<file path="config.mk">
export PLATFORM = sky130hd
export DESIGN_NAME = ptch_pid_terms
export DESIGN_NICKNAME = d
export VERILOG_FILES = /design/src/rtl/segway_pkg.sv /design/src/rtl/ptch_d_queue.sv /design/src/rtl/ptch_pid_terms.sv
export SDC_FILE = /design/constraint.sdc
export NUM_CORES = 1
export LEC_CHECK = 0
export BUFFER_PORTS_ARGS = -buffer_cell sky130_fd_sc_hd__buf_2
export CAP_MARGIN = 10
export CORE_AREA = 8 8 137 139
export CTS_CLUSTER_SIZE = 12
export DETAILED_ROUTE_END_ITERATION = 10
export DIE_AREA = 0 0 145 147
export GPL_ROUTABILITY_DRIVEN = 0
export PLACE_DENSITY = 0.81
export RECOVER_POWER = 25
export SLEW_MARGIN = 20
export SYNTH_ARGS = -nofsm -noshare
export SYNTH_HDL_FRONTEND = slang
export SYNTH_HIERARCHICAL = 1
export SYNTH_SLANG_ARGS = --single-unit
</file>
<file path="constraint.sdc">
create_clock -name clk -period 3.7 [get_ports clk]
set_input_delay 0.74 -clock clk [delete_from_list [all_inputs] [get_ports clk]]
set_output_delay 0.74 -clock clk [all_outputs]
set_load 0.005 [all_outputs]
</file>
<file path="src/rtl/segway_pkg.sv">
// Shared widths and saturation limits for the balance controller datapath.
// Used by the PID-term stage and the downstream duty stage.
package segway_pkg;

  localparam int PTCH_W = 16;
  localparam int ERR_W  = 10;
  localparam int DIFF_W = 7;

  localparam logic signed [ERR_W-1:0]  ERR_MAX  = 10'sh1FF;  //  511
  localparam logic signed [ERR_W-1:0]  ERR_MIN  = 10'sh200;  // -512
  localparam logic signed [DIFF_W-1:0] DIFF_MAX = 7'sh3F;    //  63
  localparam logic signed [DIFF_W-1:0] DIFF_MIN = 7'sh40;    // -64

endpackage

</file>
<file path="src/rtl/ptch_d_queue.sv">
// Circular history of saturated pitch errors for the derivative term.
// oldest is the entry written D_QUEUE_DEPTH pushes ago (read-before-write at ptr).
module ptch_d_queue
  import segway_pkg::*;
#(
  parameter int D_QUEUE_DEPTH = 10
) (
  input  logic             clk,
  input  logic             rst_n,
  input  logic             clr,
  input  logic             push,
  input  logic [ERR_W-1:0] din,
  output logic [ERR_W-1:0] oldest,
  output logic             full
);

  localparam int PTR_W = (D_QUEUE_DEPTH > 1) ? $clog2(D_QUEUE_DEPTH) : 1;
  localparam int CNT_W = $clog2(D_QUEUE_DEPTH + 1);

  logic [ERR_W-1:0] mem [D_QUEUE_DEPTH];
  logic [PTR_W-1:0] ptr;
  logic [CNT_W-1:0] fill_cnt;

  assign oldest = mem[ptr];
  assign full   = (fill_cnt == CNT_W'(D_QUEUE_DEPTH));

  always_ff @(posedge clk or negedge rst_n) begin
    if (!rst_n) begin
      ptr      <= '0;
      fill_cnt <= '0;
      for (int i = 0; i < D_QUEUE_DEPTH; i++) mem[i] <= '0;
    end else if (clr) begin
      ptr      <= '0;
      fill_cnt <= '0;
      for (int i = 0; i < D_QUEUE_DEPTH; i++) mem[i] <= '0;
    end else if (push) begin
      mem[ptr] <= din;
      ptr      <= (ptr == PTR_W'(D_QUEUE_DEPTH - 1)) ? '0 : ptr + 1'b1;
      if (!full) fill_cnt <= fill_cnt + 1'b1;
    end
  end

endmodule

</file>
<file path="src/rtl/ptch_pid_terms.sv">
// Two-stage pipeline turning raw pitch samples into the saturated error,
// scaled integral and saturated derivative consumed by the duty stage.
module ptch_pid_terms
  import segway_pkg::*;
#(
  parameter int D_QUEUE_DEPTH = 10,
  parameter int INT_W         = 18
) (
  input  logic              clk,
  input  logic              rst_n,
  input  logic              vld,
  input  logic [PTCH_W-1:0] ptch,
  input  logic              pwr_up,
  input  logic              rider_off,
  output logic [ERR_W-1:0]  ptch_err_sat,
  output logic [ERR_W-1:0]  ptch_err_I,
  output logic [DIFF_W-1:0] ptch_D_diff_sat,
  output logic              terms_vld
);

  localparam logic signed [PTCH_W-1:0] P_MAX = PTCH_W'(ERR_MAX);
  localparam logic signed [PTCH_W-1:0] P_MIN = PTCH_W'(ERR_MIN);
  localparam logic signed [ERR_W:0]    D_MAX = (ERR_W + 1)'(DIFF_MAX);
  localparam logic signed [ERR_W:0]    D_MIN = (ERR_W + 1)'(DIFF_MIN);

  logic signed [ERR_W-1:0]  err_in;
  logic signed [ERR_W-1:0]  s1_err;
  logic                     s1_vld;
  logic signed [INT_W-1:0]  integ;
  logic signed [INT_W-1:0]  err_ext;
  logic signed [INT_W-1:0]  sum;
  logic signed [INT_W-1:0]  integ_upd;
  logic                     ovf;
  logic [ERR_W-1:0]         oldest;
  logic                     full;
  logic signed [ERR_W:0]    diff;
  logic [DIFF_W-1:0]        d_sat;
  logic                     upd;

  always_comb begin
    err_in = ptch[ERR_W-1:0];
    if ($signed(ptch) > P_MAX)      err_in = ERR_MAX;
    else if ($signed(ptch) < P_MIN) err_in = ERR_MIN;
  end

  always_ff @(posedge clk or negedge rst_n) begin
    if (!rst_n) begin
      s1_err <= '0;
      s1_vld <= 1'b0;
    end else if (!pwr_up) begin
      s1_err <= '0;
      s1_vld <= 1'b0;
    end else begin
      s1_vld <= vld;
      if (vld) s1_err <= err_in;
    end
  end

  assign upd     = s1_vld & pwr_up;
  assign err_ext = INT_W'(s1_err);
  assign sum     = integ + err_ext;
  // Overflow: like-signed operands whose sum flips sign; the accumulator then holds.
  assign ovf       = (integ[INT_W-1] == s1_err[ERR_W-1]) && (sum[INT_W-1] != integ[INT_W-1]);
  assign integ_upd = ovf ? integ : sum;

  assign diff = {s1_err[ERR_W-1], s1_err} - {oldest[ERR_W-1], oldest};

  always_comb begin
    d_sat = diff[DIFF_W-1:0];
    if (diff > D_MAX)      d_sat = DIFF_MAX;
    else if (diff < D_MIN) d_sat = DIFF_MIN;
  end

  ptch_d_queue #(
    .D_QUEUE_DEPTH(D_QUEUE_DEPTH)
  ) u_d_queue (
    .clk   (clk),
    .rst_n (rst_n),
    .clr   (!pwr_up),
    .push  (upd),
    .din   (s1_err),
    .oldest(oldest),
    .full  (full)
  );

  always_ff @(posedge clk or negedge rst_n) begin
    if (!rst_n) begin
      integ           <= '0;
      ptch_err_sat    <= '0;
      ptch_err_I      <= '0;
      ptch_D_diff_sat <= '0;
      terms_vld       <= 1'b0;
    end else begin
      terms_vld <= upd;
      if (!pwr_up || rider_off) integ <= '0;
      else if (upd)             integ <= integ_upd;
      if (upd) begin
        ptch_err_sat    <= s1_err;
        ptch_err_I      <= rider_off ? '0 : integ_upd[INT_W-1 -: ERR_W];
        ptch_D_diff_sat <= full ? d_sat : '0;
      end
    end
  end

endmodule

</file>
=== Word-level counts from Yosys, hierarchy flattened ===
Index checks and enable logic that the tools add are counted.

* Flip-flop bits (word level): 165
* Bits of input ports: 21
* Output and inout port bits: 28
* Word-level logic and storage cells: 73

* Add/subtract/negate cells: 4
* Order comparisons: 6
* Equality and inequality tests: 8
* Muxes and demuxes: 26
* Bitwise gates (word level): 2
* Reduce and logical (&&, ||, !) cells: 7

{| class="wikitable"
|+ Operators by type and width
! kind !! count
|-
| 2-to-1 mux 100 bit || 2
|-
| bitwise mux 100 bit || 1
|-
| 2-to-1 mux 10 bit || 8
|-
| 2-to-1 mux 18 bit || 3
|-
| binary-select mux 10 bit (select 4 bit) || 1
|-
| demux 10 bit (select 4 bit) || 1
|-
| 2-to-1 mux 4 bit || 6
|-
| 2-to-1 mux 7 bit || 3
|-
| adder 18 x 10 -> 18 bit || 1
|-
| > comparator 16 x 10 -> 1 bit (second input constant) || 1
|-
| less-than comparator 16 x 10 -> 1 bit (second input constant) || 1
|-
| > comparator 11 x 7 -> 1 bit (second input constant) || 1
|-
| less-than comparator 11 x 7 -> 1 bit (second input constant) || 1
|-
| subtractor 10 x 10 -> 11 bit || 1
|-
| adder 4 x 1 -> 4 bit (second input constant) || 2
|-
| == test 4 bit (second input constant) || 2
|-
| greater-or-equal comparator 5 bit (second input constant) || 1
|-
| less-than comparator 5 x 1 -> 1 bit (second input constant) || 1
|-
| inverter 4 -> 5 bit || 1
|-
| inequality test 2 x 1 -> 1 bit (second input constant) || 2
|-
| inequality test 2 bit (second input constant) || 2
|-
| AND reduction 2 bit || 2
|-
| logical AND 1 bit || 2
|-
| nonzero test 2 bit || 1
|-
| 6 further kinds || 6
|}

=== Logic depth before layout (Yosys ltp) ===
* Word-level depth: 9
* Gate-level depth with buffers: 14
* Depth with buffers taken out: 12

=== Cells and area by module ===
The synthesis kept the hierarchy.

{| class="wikitable"
|+ Modules (own cells, without submodules)
! module !! instances !! cells an instance !! area each (um2) !! sequential area each (um2)
|-
| ptch_d_queue || 1 || 567 || 5736.8 || 2702.6
|-
| ptch_pid_terms || 1 || 441 || 4076.4 || 1426.4
|}

=== Worst setup path after synthesis ===
Ideal clock, no wire load.

* Kind: register to register
* Start: register u_d_queue.ptr[3]
* End: register ptch_D_diff_sat[0]
* Library setup time: 0.139 ns
* Arrival: 3.131 ns
* Data required time: 3.561 ns
* Path slack: 0.430 ns
* Stages on the path, launching flop included: 14
* Path buffers: 1
* Period minus slack after synthesis: 3.270 ns
* Cell sequence: dfrtp_1 -> buf_2 -> nor3_2 -> a22oi_1 -> nand3_1 -> ha_1 -> inv_1 -> fa_1 -> a211oi_1 -> o21a_1 -> o32ai_1 -> o31a_1 -> a31oi_1 -> o31ai_1

* Word-level cells in the longest chain between the ends: 9
* Elaborated cells on any way between the ends: 10
* Those cells by class: add/sub (1); order compare (2); mux (6); bitwise (1)

{| class="wikitable"
|+ Ends and longest elaborated chain
! what !! line !! RTL
|-
| start: declaration || ptch_d_queue.sv:21 || <nowiki>logic [PTR_W-1:0] ptr;</nowiki>
|-
| start signal: assignment || ptch_d_queue.sv:38 || <nowiki>ptr <= (ptr == PTR_W'(D_QUEUE_DEPTH - 1)) ? '0 : ptr + 1'b1;</nowiki>
|-
| inverter 4 -> 5 bit (not written as such) (*) || ptch_d_queue.sv:24 || <nowiki>assign oldest = mem[ptr];</nowiki>
|-
| binary-select mux 10 bit (select 4 bit) (*) || ptch_d_queue.sv:24 ||
|-
| 2-to-1 mux 10 bit (not written as such) (*) (2 in series) || ptch_d_queue.sv:24 ||
|-
| named net oldest[0] || ptch_pid_terms.sv:34 || <nowiki>logic [ERR_W-1:0] oldest;</nowiki>
|-
| subtractor 10 x 10 -> 11 bit (*) || ptch_pid_terms.sv:66 || <nowiki>assign diff = {s1_err[ERR_W-1], s1_err} - {oldest[ERR_W-1], oldest};</nowiki>
|-
| less-than comparator 11 x 7 -> 1 bit || ptch_pid_terms.sv:71 || <nowiki>else if (diff < D_MIN) d_sat = DIFF_MIN;</nowiki>
|-
| 2-to-1 mux 7 bit || ptch_pid_terms.sv:71 ||
|-
| 2-to-1 mux 7 bit (*) || ptch_pid_terms.sv:70 || <nowiki>if (diff > D_MAX) d_sat = DIFF_MAX;</nowiki>
|-
| 2-to-1 mux 7 bit (*) || ptch_pid_terms.sv:100 || <nowiki>ptch_D_diff_sat <= full ? d_sat : '0;</nowiki>
|-
| end signal: assignment || ptch_pid_terms.sv:100 ||
|-
| end: declaration || ptch_pid_terms.sv:17 || <nowiki>output logic [DIFF_W-1:0] ptch_D_diff_sat,</nowiki>
|}

Mark *: on every way through the listed nets, which the timed path passes. The rest lies on a longest branch. The select of a mux whose other input is x is not followed.
A chain may end at the register's enable or synchronous reset.

=== Worst setup path after layout ===
* Start: register u_d_queue.ptr[0]
* End: register ptch_D_diff_sat[5]

Same word-level chain as after synthesis.

==> summary.txt <==
WORST HOLD PATH
--------------------------------------------------------------------------------
Hold Path Stages ..................................................            2
Min-delay src ..................................................... ptch_D_diff_sat[5]$_DFFE_PN0P_
Worst hold path type .............................................. register to register
Hold path endpoint ................................................ ptch_D_diff_sat[5]$_DFFE_PN0P_

FINISH
--------------------------------------------------------------------------------
Leading cell types in the layout, fill and taps excluded .......... 164 x sky130_fd_sc_hd__dfrtp_1, 93 x sky130_fd_sc_hd__o21ai_0, 85 x sky130_fd_sc_hd__a21oi_1, 80 x sky130_fd_sc_hd__nand3_1, 65 x sky130_fd_sc_hd__nand2_1
Most common library cell in the layout ignoring fill and taps ..... sky130_fd_sc_hd__dfrtp_1
Antenna Cells .....................................................            0
Layout net count ..................................................         1097
Final instance area ...............................................    10900 um2
Fraction of layout cells with a size suffix above 1 ...............        18.1%
Final standard cell count with taps included and fillers excluded .         1283
Area delta synth->final ...........................................        10.9%

TIMING
--------------------------------------------------------------------------------
Minimum hold slack ................................................     0.470 ns
Headroom to the max-slew limit ....................................       -28.0%
Total negative slack ..............................................         0 ns
Final number of setup-violating endpoints .........................            0
RSZ-0062 raised after global routing ..............................        false
Final critical-path required period ...............................      3.41 ns
Fmax ..............................................................      293 MHz
Number of endpoints with negative hold slack in the final report ..            0
Share of the cycle needed by the critical path after routing ......        92.1%
Slew at the pin with the worst max-slew slack .....................      1.92 ns
Number of pins exceeding their max-slew limit in the final report .           75
Worst Clk Skew ....................................................   0.00800 ns

PLACEMENT
--------------------------------------------------------------------------------
Instance area at placement ........................................    10300 um2
HPWL after DPL ....................................................     17600 um
Number of buffer cells added on primary ports .....................           48
Total instance count after detailed placement .....................         1251

DIE
--------------------------------------------------------------------------------
Starting Density ..................................................        58.6%
Vert. Die Dim .....................................................       147 um
Std-Cell Rows .....................................................           48
Die width .........................................................       145 um
Core region area ..................................................    16800 um2
Die outline area ..................................................    21300 um2
Ports placed on the boundary ......................................           49

STATUS
--------------------------------------------------------------------------------
Run status ........................................................ complete, but fails checks
Failing checks .................................................... max-capacitance violations, max-slew violations

SETUP PATH
--------------------------------------------------------------------------------
WP data required ..................................................      4.01 ns
Depth of the worst register-to-register path ......................           11
Endpoint of the worst-slack reg-to-reg timing path ................ ptch_D_diff_sat[5]$_DFFE_PN0P_
Setup crit end kind ...............................................     register
Crit Path Category ................................................ register to register
Critical path startpoint category .................................     register
Worst reg-to-reg setup slack ......................................      0.29 ns
Startpoint of the lowest-slack register-to-register path .......... u_d_queue/ptr[0]$_DFFE_PN0P_
Arrival time reported for the critical path endpoint ..............      3.72 ns
Biggest fanout along the worst timing path ........................           41

SYNTH
--------------------------------------------------------------------------------
Yosys synthesis warning count .....................................            6
Gate count of the mapped netlist ..................................         1008
Syn_nets ..........................................................         1060
Cell Area, Synth ..................................................     9810 um2
Number of enable flip-flop cells after synthesis ..................            0
Prevailing post-synth register cell ............................... sky130_fd_sc_hd__dfrtp_1
Count of different cell masters after synthesis ...................           82
Post-synthesis sequential element count ...........................          165
Share of synthesized registers carrying an async set or reset .....         100%
Fraction of the yosys area taken by sequential cells ..............        42.1%
Average cell area after synthesis .................................     9.74 um2

CLOCKING
--------------------------------------------------------------------------------
Clk Latency, worst-skew pair ......................................      0.44 ns
Max clock buf depth ...............................................            2
Clock-pin transition on the worst setup and hold timing paths .....      0.06 ns
Maximum level of the CTS H-tree ...................................            4
Library cell used as clock root buffer ............................ sky130_fd_sc_hd__clkbuf_16
Number of clock sinks .............................................          165
Cts hold-fix bufs .................................................            0
TritonCTS Buffers .................................................           17
CTS tree ..........................................................          yes

POWER
--------------------------------------------------------------------------------
Power density over the cells ......................................   382 nW/um2
Leakage power of the design .......................................      4.91 nW
Total Power Consumption ...........................................      4.15 mW
IR drop worst, VDD ................................................   0.000349 V

GRT
--------------------------------------------------------------------------------
Global-route wire length before repair ............................     42300 um
Number of global-route vias before repair .........................         8042
All-Layer GR Usage ................................................        24.4%
Total global routing overflow .....................................            0
Initial antenna violation count ...................................            0
Largest net degree at the start of global routing .................           75

ROUTING
--------------------------------------------------------------------------------
Average wire per standard cell ....................................      20.3 um
DRC ...............................................................            0
Vias after detailed routing .......................................         8255
Routed WL .........................................................     26000 um
Detailed route wirelength on metal3 ...............................      2000 um
DR pass1 iterations ...............................................            6
Top Layer Used ....................................................         met4
Initial detailed-routing violation count ..........................          870
Antenna violation net count after detailed routing ................            0
Per-cell via count in the routed design ...........................         6.43
Met1 wire length ..................................................     10600 um
Sum of met2 wire segment lengths after detailed routing ...........     12600 um

FLOW RUN
--------------------------------------------------------------------------------
Max-cap check violation count .....................................            1

[layout make-up]
type,count,area (um2)
clock buffer,21,450
sequential,165,4130
clock inverter,11,151
fill,1289,5870
multi-input combinational,749,5250
timing repair buffer,82,513
tap,225,282
inverter,30,113
[state kept, by name, indices dropped and copies added (netlist names)]
register and flops:
integ 18, ptch_D_diff_sat 7, ptch_err_I 10, ptch_err_sat 10, s1_err 10, s1_vld 1
terms_vld 1, u_d_queue/fill_cnt 4, u_d_queue/mem 100, u_d_queue/ptr 4
[kinds of logic after synthesis]
logic type / synth area share [%]
simple gates: 17.8
compound gates: 18.8
flops: 42.1
buf+inv: 4.68
mux: 11.1
fa+ha+maj: 4.21
xor+xnor: 1.43
[per-stage QoR]
| stage | utilization [%] | setup WS, ns |
|---|---|---|
| floorplan | - | 0.430 |
| global placement | 61.3 | 0.308 |
| detailed placement | 61.3 | 0.210 |
| CTS | 64.9 | 0.180 |
| global route | 65.0 | 0.0415 |
| finish | 65.0 | 0.292 |
[critical path, stage by stage (launching register included)]
cell	delay, ns
sky130_fd_sc_hd__dfrtp_2	0.57
sky130_fd_sc_hd__buf_12	0.28
sky130_fd_sc_hd__mux4_2	0.54
sky130_fd_sc_hd__nand2_1	0.12
sky130_fd_sc_hd__nand3_1	0.09
sky130_fd_sc_hd__inv_1	0.09
sky130_fd_sc_hd__ha_1	0.27
sky130_fd_sc_hd__or3_1	0.32
sky130_fd_sc_hd__o221ai_1	0.29
sky130_fd_sc_hd__o2111ai_1	0.32
sky130_fd_sc_hd__o31ai_1	0.29
sky130_fd_sc_hd__o31ai_1	0.08
[power breakdown]
group | total (mW) | internal [mW] | switching (mW)
Sequential | 1.87 | 1.84 | 0.0312
Clock | 1.84 | 1.08 | 0.753
Combinational | 0.449 | 0.161 | 0.287
Total | 4.15 | 3.08 | 1.07
[how the worst max path moves through the flow]
stage	startpoint	to	slack [ns]	cells past startpoint
global placement	u_d_queue/ptr[0]$_DFFE_PN0P_	ptch_D_diff_sat[5]$_DFFE_PN0P_	0.31	13
CTS	u_d_queue/ptr[0]$_DFFE_PN0P_	ptch_D_diff_sat[5]$_DFFE_PN0P_	0.18	13
floorplan	u_d_queue/ptr[3]$_DFFE_PN0P_	ptch_D_diff_sat[0]$_DFFE_PN0P_	0.43	13
detailed placement	u_d_queue/ptr[0]$_DFFE_PN0P_	ptch_D_diff_sat[0]$_DFFE_PN0P_	0.21	13
finish	u_d_queue/ptr[0]$_DFFE_PN0P_	ptch_D_diff_sat[5]$_DFFE_PN0P_	0.29	11
global route	u_d_queue/ptr[0]$_DFFE_PN0P_	ptch_D_diff_sat[3]$_DFFE_PN0P_	0.04	13
[cells in the mapped netlist (7+ instances only)]
master	instances	area share (%)
sky130_fd_sc_hd__buf_2	17	0.87
sky130_fd_sc_hd__mux2_2	39	4.5
sky130_fd_sc_hd__mux2i_1	42	4.3
sky130_fd_sc_hd__nor2_1	36	1.4
sky130_fd_sc_hd__o21ai_1	8	0.41
sky130_fd_sc_hd__or3_1	11	0.70
sky130_fd_sc_hd__a21oi_1	85	4.3
sky130_fd_sc_hd__o21a_1	10	0.76
sky130_fd_sc_hd__a22oi_1	10	0.76
sky130_fd_sc_hd__dfrtp_1	165	42
sky130_fd_sc_hd__nand3_1	80	4.1
sky130_fd_sc_hd__o211ai_1	13	0.99
sky130_fd_sc_hd__nand4_1	7	0.45
sky130_fd_sc_hd__nor3_1	15	0.76
sky130_fd_sc_hd__o31ai_1	8	0.61
sky130_fd_sc_hd__buf_6	7	0.80
sky130_fd_sc_hd__mux4_2	10	2.3
sky130_fd_sc_hd__inv_1	29	1.1
sky130_fd_sc_hd__nand2_1	65	2.5
sky130_fd_sc_hd__xnor2_1	11	0.98
sky130_fd_sc_hd__a22o_1	10	0.89
sky130_fd_sc_hd__clkbuf_1	30	1.1
sky130_fd_sc_hd__nand2b_1	56	3.6
sky130_fd_sc_hd__o21ai_0	93	4.7
sky130_fd_sc_hd__ha_1	29	3.7
[per-layer routing]
metal	track usage, %	vias to the layer above
met5	0	-
met4	9.84	0
met3	5.44	63
met2	39.6	360
met1	31.1	4058
li1	-	3774
[what timing repair did]
item,4_1_cts,5_1_grt
setup endpoints to repair,0,6
setup buffers,0,0
resized for setup,0,3
Note: power is estimated with default switching activity, not from simulation.
